--- src/rtl/cfg_chain_pkg.sv ---
// Shared types and CRC-8 helper for the configuration chain loader.
package cfg_chain_pkg;

    typedef enum logic [1:0] {
        ST_IDLE,
        ST_LOAD,
        ST_VERIFY,
        ST_FINISH
    } state_t;

    // Bit-slot phase: A presents a bit (shift_clk low), B raises shift_clk,
    // WAIT is a phase-A stall while the host has no word for us.
    typedef enum logic [1:0] {
        PH_A,
        PH_B,
        PH_WAIT
    } phase_t;

    localparam logic [7:0] CRC_POLY = 8'h07;
    localparam logic [7:0] CRC_INIT = 8'hFF;

    function automatic logic [7:0] crc8_step(input logic [7:0] crc, input logic b);
        crc8_step = {crc[6:0], 1'b0} ^ (((crc[7] ^ b) == 1'b1) ? CRC_POLY : 8'h00);
    endfunction

endpackage

--- src/rtl/cfg_crc8.sv ---
// Serial MSB-first CRC-8 register; clr reloads the init value, en folds in bit_i.
module cfg_crc8
    import cfg_chain_pkg::*;
(
    input  logic       clk,
    input  logic       rst,
    input  logic       clr,
    input  logic       en,
    input  logic       bit_i,
    output logic [7:0] crc_o
);

    logic [7:0] crc_q;
    logic [7:0] crc_d;

    // Next CRC value: clear has priority over a bit update.
    always_comb begin
        crc_d = crc_q;
        if (clr) begin
            crc_d = CRC_INIT;
        end else if (en) begin
            crc_d = crc8_step(crc_q, bit_i);
        end
    end

    // CRC state register.
    always_ff @(posedge clk or posedge rst) begin
        if (rst) begin
            crc_q <= '0;
        end else begin
            crc_q <= crc_d;
        end
    end

    assign crc_o = crc_q;

endmodule

--- src/rtl/cfg_chain_loader.sv ---
// Loads a tile configuration chain from host words, then recirculates it once
// and compares CRCs of sent and returned bits before releasing shift_en.
module cfg_chain_loader
    import cfg_chain_pkg::*;
#(
    parameter int CONF_BITS = 40,
    parameter int NUM_TILES = 4,
    parameter int WORD_W    = 8
) (
    input  logic              clk,
    input  logic              rst,
    input  logic              start,
    input  logic [WORD_W-1:0] in_data,
    input  logic              in_valid,
    output logic              in_ready,
    output logic              shift_clk,
    output logic              shift_en,
    output logic              cfg_so,
    input  logic              cfg_si,
    output logic              busy,
    output logic              done,
    output logic              err
);

    localparam int TOTAL     = CONF_BITS * NUM_TILES;
    localparam int NWORDS    = (TOTAL + WORD_W - 1) / WORD_W;
    localparam int LAST_BITS = TOTAL - (NWORDS - 1) * WORD_W;
    localparam int CNT_W     = $clog2(TOTAL + 1);
    localparam int WCNT_W    = $clog2(NWORDS + 1);
    localparam int BCNT_W    = $clog2(WORD_W + 1);

    localparam logic [CNT_W-1:0]  LAST_BIT  = CNT_W'(TOTAL - 1);
    localparam logic [WCNT_W-1:0] NWORDS_C  = WCNT_W'(NWORDS);
    localparam logic [WCNT_W-1:0] LAST_WORD = WCNT_W'(NWORDS - 1);
    localparam logic [BCNT_W-1:0] FULL_C    = BCNT_W'(WORD_W);
    localparam logic [BCNT_W-1:0] LAST_C    = BCNT_W'(LAST_BITS);

    state_t              state_q, state_d;
    phase_t              phase_q, phase_d;
    logic [CNT_W-1:0]    bit_cnt_q, bit_cnt_d;
    logic [WCNT_W-1:0]   words_q, words_d;
    logic [WORD_W-1:0]   buf_q, buf_d;
    logic [BCNT_W-1:0]   buf_cnt_q, buf_cnt_d;
    logic                shift_clk_q, shift_clk_d;
    logic                cfg_so_q, cfg_so_d;
    logic                shift_en_q, shift_en_d;
    logic                in_ready_q, in_ready_d;
    logic                busy_q, busy_d;
    logic                done_q, done_d;
    logic                err_q, err_d;

    logic                hs;
    logic [WORD_W-1:0]   eff_buf;
    logic [BCNT_W-1:0]   eff_cnt;
    logic                crc_clr, crc_ld_en, crc_rt_en;
    logic [7:0]          crc_ld, crc_rt;

    cfg_crc8 u_crc_load (
        .clk   (clk),
        .rst   (rst),
        .clr   (crc_clr),
        .en    (crc_ld_en),
        .bit_i (cfg_so_q),
        .crc_o (crc_ld)
    );

    cfg_crc8 u_crc_ret (
        .clk   (clk),
        .rst   (rst),
        .clr   (crc_clr),
        .en    (crc_rt_en),
        .bit_i (cfg_si),
        .crc_o (crc_rt)
    );

    // Sequencer: bit-slot phases, word buffering, recirculation and CRC verdict.
    always_comb begin
        state_d     = state_q;
        phase_d     = phase_q;
        bit_cnt_d   = bit_cnt_q;
        buf_d       = buf_q;
        buf_cnt_d   = buf_cnt_q;
        shift_clk_d = shift_clk_q;
        cfg_so_d    = cfg_so_q;
        shift_en_d  = shift_en_q;
        err_d       = err_q;
        done_d      = 1'b0;
        crc_clr     = 1'b0;
        crc_ld_en   = 1'b0;
        crc_rt_en   = 1'b0;

        // A word arriving this cycle stands in for the (empty) buffer, so the
        // next bit can be taken from it without an extra stall cycle.
        hs      = in_valid && in_ready_q;
        eff_buf = hs ? in_data : buf_q;
        eff_cnt = hs ? ((words_q == LAST_WORD) ? LAST_C : FULL_C) : buf_cnt_q;
        words_d = words_q + WCNT_W'(hs);

        case (state_q)
            ST_IDLE: begin
                shift_clk_d = 1'b0;
                if (start) begin
                    state_d    = ST_LOAD;
                    phase_d    = PH_WAIT;
                    err_d      = 1'b0;
                    crc_clr    = 1'b1;
                    bit_cnt_d  = '0;
                    words_d    = '0;
                    buf_cnt_d  = '0;
                    shift_en_d = 1'b1;
                end
            end
            ST_LOAD: begin
                if (phase_q == PH_A) begin
                    shift_clk_d = 1'b1;
                    phase_d     = PH_B;
                    buf_d       = eff_buf;
                    buf_cnt_d   = eff_cnt;
                end else begin
                    shift_clk_d = 1'b0;
                    if (phase_q == PH_B) begin
                        bit_cnt_d = bit_cnt_q + CNT_W'(1);
                        crc_ld_en = 1'b1;
                    end
                    if (phase_q == PH_B && bit_cnt_q == LAST_BIT) begin
                        state_d   = ST_VERIFY;
                        phase_d   = PH_A;
                        bit_cnt_d = '0;
                        cfg_so_d  = cfg_si;
                        crc_rt_en = 1'b1;
                    end else if (eff_cnt != '0) begin
                        cfg_so_d  = eff_buf[WORD_W-1];
                        buf_d     = eff_buf << 1;
                        buf_cnt_d = eff_cnt - BCNT_W'(1);
                        phase_d   = PH_A;
                    end else begin
                        phase_d = PH_WAIT;
                    end
                end
            end
            ST_VERIFY: begin
                if (phase_q == PH_A) begin
                    shift_clk_d = 1'b1;
                    phase_d     = PH_B;
                end else begin
                    shift_clk_d = 1'b0;
                    bit_cnt_d   = bit_cnt_q + CNT_W'(1);
                    if (bit_cnt_q == LAST_BIT) begin
                        state_d    = ST_FINISH;
                        done_d     = 1'b1;
                        shift_en_d = (crc_ld != crc_rt);
                        err_d      = (crc_ld != crc_rt);
                    end else begin
                        cfg_so_d  = cfg_si;
                        crc_rt_en = 1'b1;
                        phase_d   = PH_A;
                    end
                end
            end
            ST_FINISH: begin
                state_d = ST_IDLE;
            end
            default: begin
                state_d = ST_IDLE;
            end
        endcase

        in_ready_d = (state_d == ST_LOAD) && (buf_cnt_d == '0) && (words_d < NWORDS_C);
        busy_d     = (state_d == ST_LOAD) || (state_d == ST_VERIFY);
    end

    // Controller state and registered outputs.
    always_ff @(posedge clk or posedge rst) begin
        if (rst) begin
            state_q     <= ST_IDLE;
            phase_q     <= PH_WAIT;
            bit_cnt_q   <= '0;
            words_q     <= '0;
            buf_q       <= '0;
            buf_cnt_q   <= '0;
            shift_clk_q <= 1'b0;
            cfg_so_q    <= 1'b0;
            shift_en_q  <= 1'b1;
            in_ready_q  <= 1'b0;
            busy_q      <= 1'b0;
            done_q      <= 1'b0;
            err_q       <= 1'b0;
        end else begin
            state_q     <= state_d;
            phase_q     <= phase_d;
            bit_cnt_q   <= bit_cnt_d;
            words_q     <= words_d;
            buf_q       <= buf_d;
            buf_cnt_q   <= buf_cnt_d;
            shift_clk_q <= shift_clk_d;
            cfg_so_q    <= cfg_so_d;
            shift_en_q  <= shift_en_d;
            in_ready_q  <= in_ready_d;
            busy_q      <= busy_d;
            done_q      <= done_d;
            err_q       <= err_d;
        end
    end

    assign in_ready  = in_ready_q;
    assign shift_clk = shift_clk_q;
    assign shift_en  = shift_en_q;
    assign cfg_so    = cfg_so_q;
    assign busy      = busy_q;
    assign done      = done_q;
    assign err       = err_q;

endmodule

--- config.mk ---
export PLATFORM = sky130hd
export DESIGN_NAME = cfg_chain_loader
export DESIGN_NICKNAME = d
export VERILOG_FILES = /design/src/rtl/cfg_chain_pkg.sv /design/src/rtl/cfg_crc8.sv /design/src/rtl/cfg_chain_loader.sv
export SDC_FILE = /design/constraint.sdc
export NUM_CORES = 1
export LEC_CHECK = 0
export CAP_MARGIN = 20
export CORE_UTILIZATION = 35
export CTS_CLUSTER_DIAMETER = 80
export DETAILED_ROUTE_END_ITERATION = 16
export GPL_ROUTABILITY_DRIVEN = 0
export HOLD_SLACK_MARGIN = 0.08
export SKIP_CTS_REPAIR_TIMING = 1
export SYNTH_ARGS = -nofsm -noshare
export SYNTH_HDL_FRONTEND = slang
export SYNTH_SLANG_ARGS = --single-unit
--- constraint.sdc ---
create_clock -name clk -period 4.24 [get_ports clk]
set_input_delay 1.272 -clock clk [delete_from_list [all_inputs] [get_ports clk]]
set_output_delay 1.272 -clock clk [all_outputs]
set_load 0.02 [all_outputs]
# After elaboration in Yosys (flattened, before gate mapping)
# Cells that the tools add are included.
# totals
reg_bits,52
inputBits,13
elab_cells,126
output_inout_bits,7
# classes
eq_ne,17
addsub,3
order_cmp,1
bitwise_logic,4
mux,64
n_reduce_logical,22
# ops
cell,n
8-bit 2-to-1 mux,13
8-bit case mux with 3 select lines,1
1-bit 2-to-1 mux,22
2-bit 2-to-1 mux,11
4-bit 2-to-1 mux,5
8-bit XOR,2
2-bit inequality test (second input constant),6
2-bit nonzero test,6
5-bit 2-to-1 mux,2
1-bit case mux with 2 select lines,5
5-bit AND reduction,2
3-bit inequality test (second input constant),3
8-bit by 1-bit adder with 8-bit output (second input constant),1
8-bit equality test (second input constant),1
8-bit inequality test,1
2-bit case mux with 4 select lines,1
4-bit case mux with 2 select lines,1
2-bit by 1-bit equality test with 1-bit output (second input constant),3
2-bit equality test (second input constant),3
3-bit 2-to-1 mux,2
2-bit case mux with 3 select lines,1
3-bit AND reduction,2
5-bit by 1-bit adder with 5-bit output,1
5-bit < comparator (second input constant),1
10 further kinds,15

# Logic depth before layout (Yosys ltp)
# depth
ltp_word,10
depth_mapped,12
mapped_depth_nobuf,11

# Hierarchy
# Synthesis repeated with hierarchy kept, for this count alone.
# hier_totals
hier_cells,291
area_unflattened_um2,3081.7
# modules_own_cells
mod,cells_each,area_each_um2,seq_area_each_um2,n_inst
cfg_chain_loader,231,2293.4,903.4,1
cfg_crc8,30,394.1,200.2,2

# Worst setup path before layout
# Ideal clock, no wire load.
# synth_path
path_kind,input port to flip-flop
startpoint,input port in_valid
endpoint,register in_ready_q (netlist: in_ready)
arrival_ns,2.947
setup_slack_ns,1.155
path_buffers,1
stages,10
t_required_ns,4.102
cell_sequence,nand2_1 inv_2 buf_2 ha_1 ha_1 nand3_1 xor2_1 o41ai_1 a211oi_1 nor4b_2
# synth_between
elab_chain_cells,10
# synth_lines
element,line,source
from (decl),cfg_chain_loader.sv:14,"input logic in_valid,"
1-bit logical AND *,cfg_chain_loader.sv:94,hs = in_valid && in_ready_q;
4-bit 2-to-1 mux,cfg_chain_loader.sv:96,eff_cnt = hs ? ((words_q == LAST_WORD) ? LAST_C : FULL_C) : buf_cnt_q;
4-bit by 1-bit subtractor with 4-bit output or 4-bit nonzero test (tied branches),"cfg_chain_loader.sv:134, cfg_chain_loader.sv:131",
4-bit 2-to-1 mux,cfg_chain_loader.sv:131,end else if (eff_cnt != '0) begin
4-bit 2-to-1 mux,cfg_chain_loader.sv:125,if (phase_q == PH_B && bit_cnt_q == LAST_BIT) begin
4-bit 2-to-1 mux,cfg_chain_loader.sv:114,if (phase_q == PH_A) begin
4-bit case mux with 2 select lines,cfg_chain_loader.sv:99,case (state_q)
4-bit logical NOT,cfg_chain_loader.sv:168,in_ready_d = (state_d == ST_LOAD) && (buf_cnt_d == '0) && (words_d < NWORDS_C);
1-bit logical AND,cfg_chain_loader.sv:168,
1-bit logical AND *,cfg_chain_loader.sv:168,
via in_ready_d,cfg_chain_loader.sv:47,"logic in_ready_q, in_ready_d;"
to (signal assigned),cfg_chain_loader.sv:198,in_ready_q <= in_ready_d;
to (decl),cfg_chain_loader.sv:47,
# The timed path passes the listed nets; every way through them passes the cells marked *.
# A chain may end at the register's enable or synchronous reset.

# Final worst setup path
# Same ends and word-level chain as after synthesis.

==> metrics <==
outcome complete, no violations; met3 Use GR 0.03641; CTS tree yes; routed vias roughly 2300; CP required 4.42 ns; Power Density between 600 and 700 nW/um^2; total grt overflow 0; FFs w/ async S/R, synth 1.000; Die H approximately 94 um; CTS sink count 52; syn_area_per_cell 9.707 um^2; Max IR drop VDD approximately 0.31 mV; Post-DP HPWL between 4 and 5 mm; GRT Total Usage 0.1607; initial core utilization 0.3615; crit path from in_valid; Iteration-0 DRC Markers 90; worst reg2reg startpoint bit_cnt_q[0]; number of port buffers 19; total power around 2.1 mW; most common cell after layout, fill and taps aside dfrtp_1; P&R area growth vs syn 14.20%; Max Slew Vio Count 0; relative slew slack 0.5077; most used routing layer met2; multiplexer area fraction after synthesis 0.08719; vias per cell around 5.3; post-synth top area share 0.4212; setup violators final 0; synthesized area just under 3000 um^2; sequential cell area about 1300 um^2; Worst R2R Path Depth 9; clock period minus final worst setup slack 3.221 ns; met2 Track Usage GR 0.2500; antenna cell count 0; commonest non-fill, non-tap cells in the layout 50 x dfrtp_1, 31 x nand2_1, 21 x nor2_1, 19 x clkdlybuf4s50_1, 17 x o21ai_0; Final Hold Vio Count 0; ranking of synthesized cells by area dfrtp_1 42%, nand2_1 3.9%, ha_1 3.8%, xor2_1 3.5%, mux2i_1 3.0%; syn nets between 300 and 400; Finished Layout Cells 430; I/O pin total 20; TNS Setup 0 ns; fmax roughly 0.31 GHz; first-pass GRT wire length approximately 11 mm; critical path class in2reg; WP data arrival 3.40 ns; Final Util 0.4128; area fraction in compound gates after synthesis 0.1790; Synth area leader dfrtp_1; ANT nets after route 0; Worst Hold Depth 2; Remaining DRCs 0; first drt pass iteration count 4; Final #Nets around 350; Worst Hold Launch shift_en; largest net degree at the start of global routing 36; worst hold path type reg2reg; Clock Tree Root clkbuf_8; num rows 33; Inst Count DP ~420; largest family of logic cells by synthesized area compound AO/OA/AOI/OAI gates; post-synthesis simple-gate area fraction 0.1719; core area 8217 um^2; layout cell share with drive strength beyond 1 0.1015; met1 GRT Util 0.2223; unrepaired setup endpoints after global routing false; Multi-input gate area ~1600 um^2; worst-case clock skew 0.008752 ns; Post-Syn Instances 306; Worst Setup Start Kind primary input; Clock Latency Late Sink 0.31 ns; wire per inst approximately 15 um; Clock transition at path regs around 0.10 ns; H-Tree Depth 2; Die W between 90 and 100 um; Least-Margin Pin Slew between 0.7 and 0.8 ns; crit share post-route 0.7597; Synth Flop Type dfrtp_1; Leakage about 1.4 nW; crit path capture type flop; Num CTS Buffers 5; Routed WL approximately 6.5 mm; antenna violations before repair 0; DIE AREA about 8900 um^2; area share of xor/xnor cells in the synthesized design 0.05013; Clock Tree Buf Depth 2; EDFF count, synth 0; synthesized-area fraction occupied by adder cells 0.03791; Syn. warnings 0; Worst Path Max Fanout 7; fillcell total approximately 820; post-synthesis sequential area ratio 0.4389; Seq cells post-synth 52; count of cell types in the netlist between 50 and 60; Max Cap Violations 0; number of global-route vias before repair 2246
logic make-up (layout without fill, tap and decap cells):
logic type | Yosys count | count (layout)
xor+xnor | 17 | 17
simple gates | 100 | 100
buf+inv | 26 | 45
compound gates | 82 | 82
fa+ha+maj | 9 | 9
flops | 52 | 52
mux | 20 | 20
power by group:
group          leakage, nW  internal (mW)  switching, mW
combinational        0.760          0.440          0.527
clock               0.0614          0.193          0.169
sequential           0.601          0.621          0.117
total                 1.42           1.25          0.814
path summary, 6_finish.rpt:
check / to / slack [ns]
setup / recovery: in_ready / 1.02
hold / removal: shift_en / 0.51
setup reg to reg: in_ready / 1.57
hold reg to reg: shift_en / 0.51
max in group asynchronous: shift_en / 2.18
min in group asynchronous: bit_cnt_q[4] / 1.25
cell usage after synthesis (all sizes together), types with 2 or more instances:
cell and n:
or2 2, dfrtp 50, xnor2 5, nand4 2
o41ai 2, a31oi 2, a211oi 2, o21a 2
nand3 9, or3 3, buf 5, dfstp 2
xor2 12, o21ai 30, ha 9, mux2 9
and2 3, a21oi 17, mux2i 9, o22a 2
nand2b 2, nand2 31, inv 14, o211ai 9
nor2 21, nor2b 4, and3 7, mux4 2
o31ai 6, nor4 3, clkbuf 7, nor3 6
metal layers:
metal	part of all wire	wire (um)
met1	0.49	3197
met2	0.46	2996
met4	0.012	75
met5	0	0
met3	0.034	218
registers in the layout (all words and copies together) (netlist names):
name,cells
bit_cnt_q,8
buf_cnt_q,4
buf_q,8
busy,1
cfg_so,1
done,1
err,1
in_ready,1
phase_q,2
shift_clk,1
shift_en,1
state_q,2
u_crc_load.crc_o,8
u_crc_ret.crc_o,8
words_q,5
metrics by stage:
| step | hold slack [ns] | setup slack [ns] | area (um^2) |
|---|---|---|---|
| 2_1_floorplan | 0.4553 | 1.155 | 2970 |
| 3_3_place_gp | 0.4860 | 0.7439 | 3271 |
| 3_5_place_dp | 0.4923 | 0.6863 | 3271 |
| 4_1_cts | 0.5065 | 1.018 | 3392 |
| 5_1_grt | 0.5466 | 0.8398 | 3392 |
| 6_report | 0.5067 | 1.019 | 3392 |
critical path: stages:
cell and delay, ns:
clkdlybuf4s50_1 0.47, nand2_1 0.20, inv_2 0.11, ha_1 0.20
ha_1 0.26, nand3_1 0.12, xor2_1 0.18, o41ai_1 0.35
a211oi_1 0.07, nor4b_2 0.17
final cells by class:
class,count,share of cell area
multi-input combinational,228,0.4607
timing repair buffer,23,0.06492
inverter,14,0.01549
clock buffer,6,0.02435
sequential,52,0.3844
clock inverter,2,0.01143
tap,105,0.03873
Note: power is estimated with default switching activity, not from simulation.
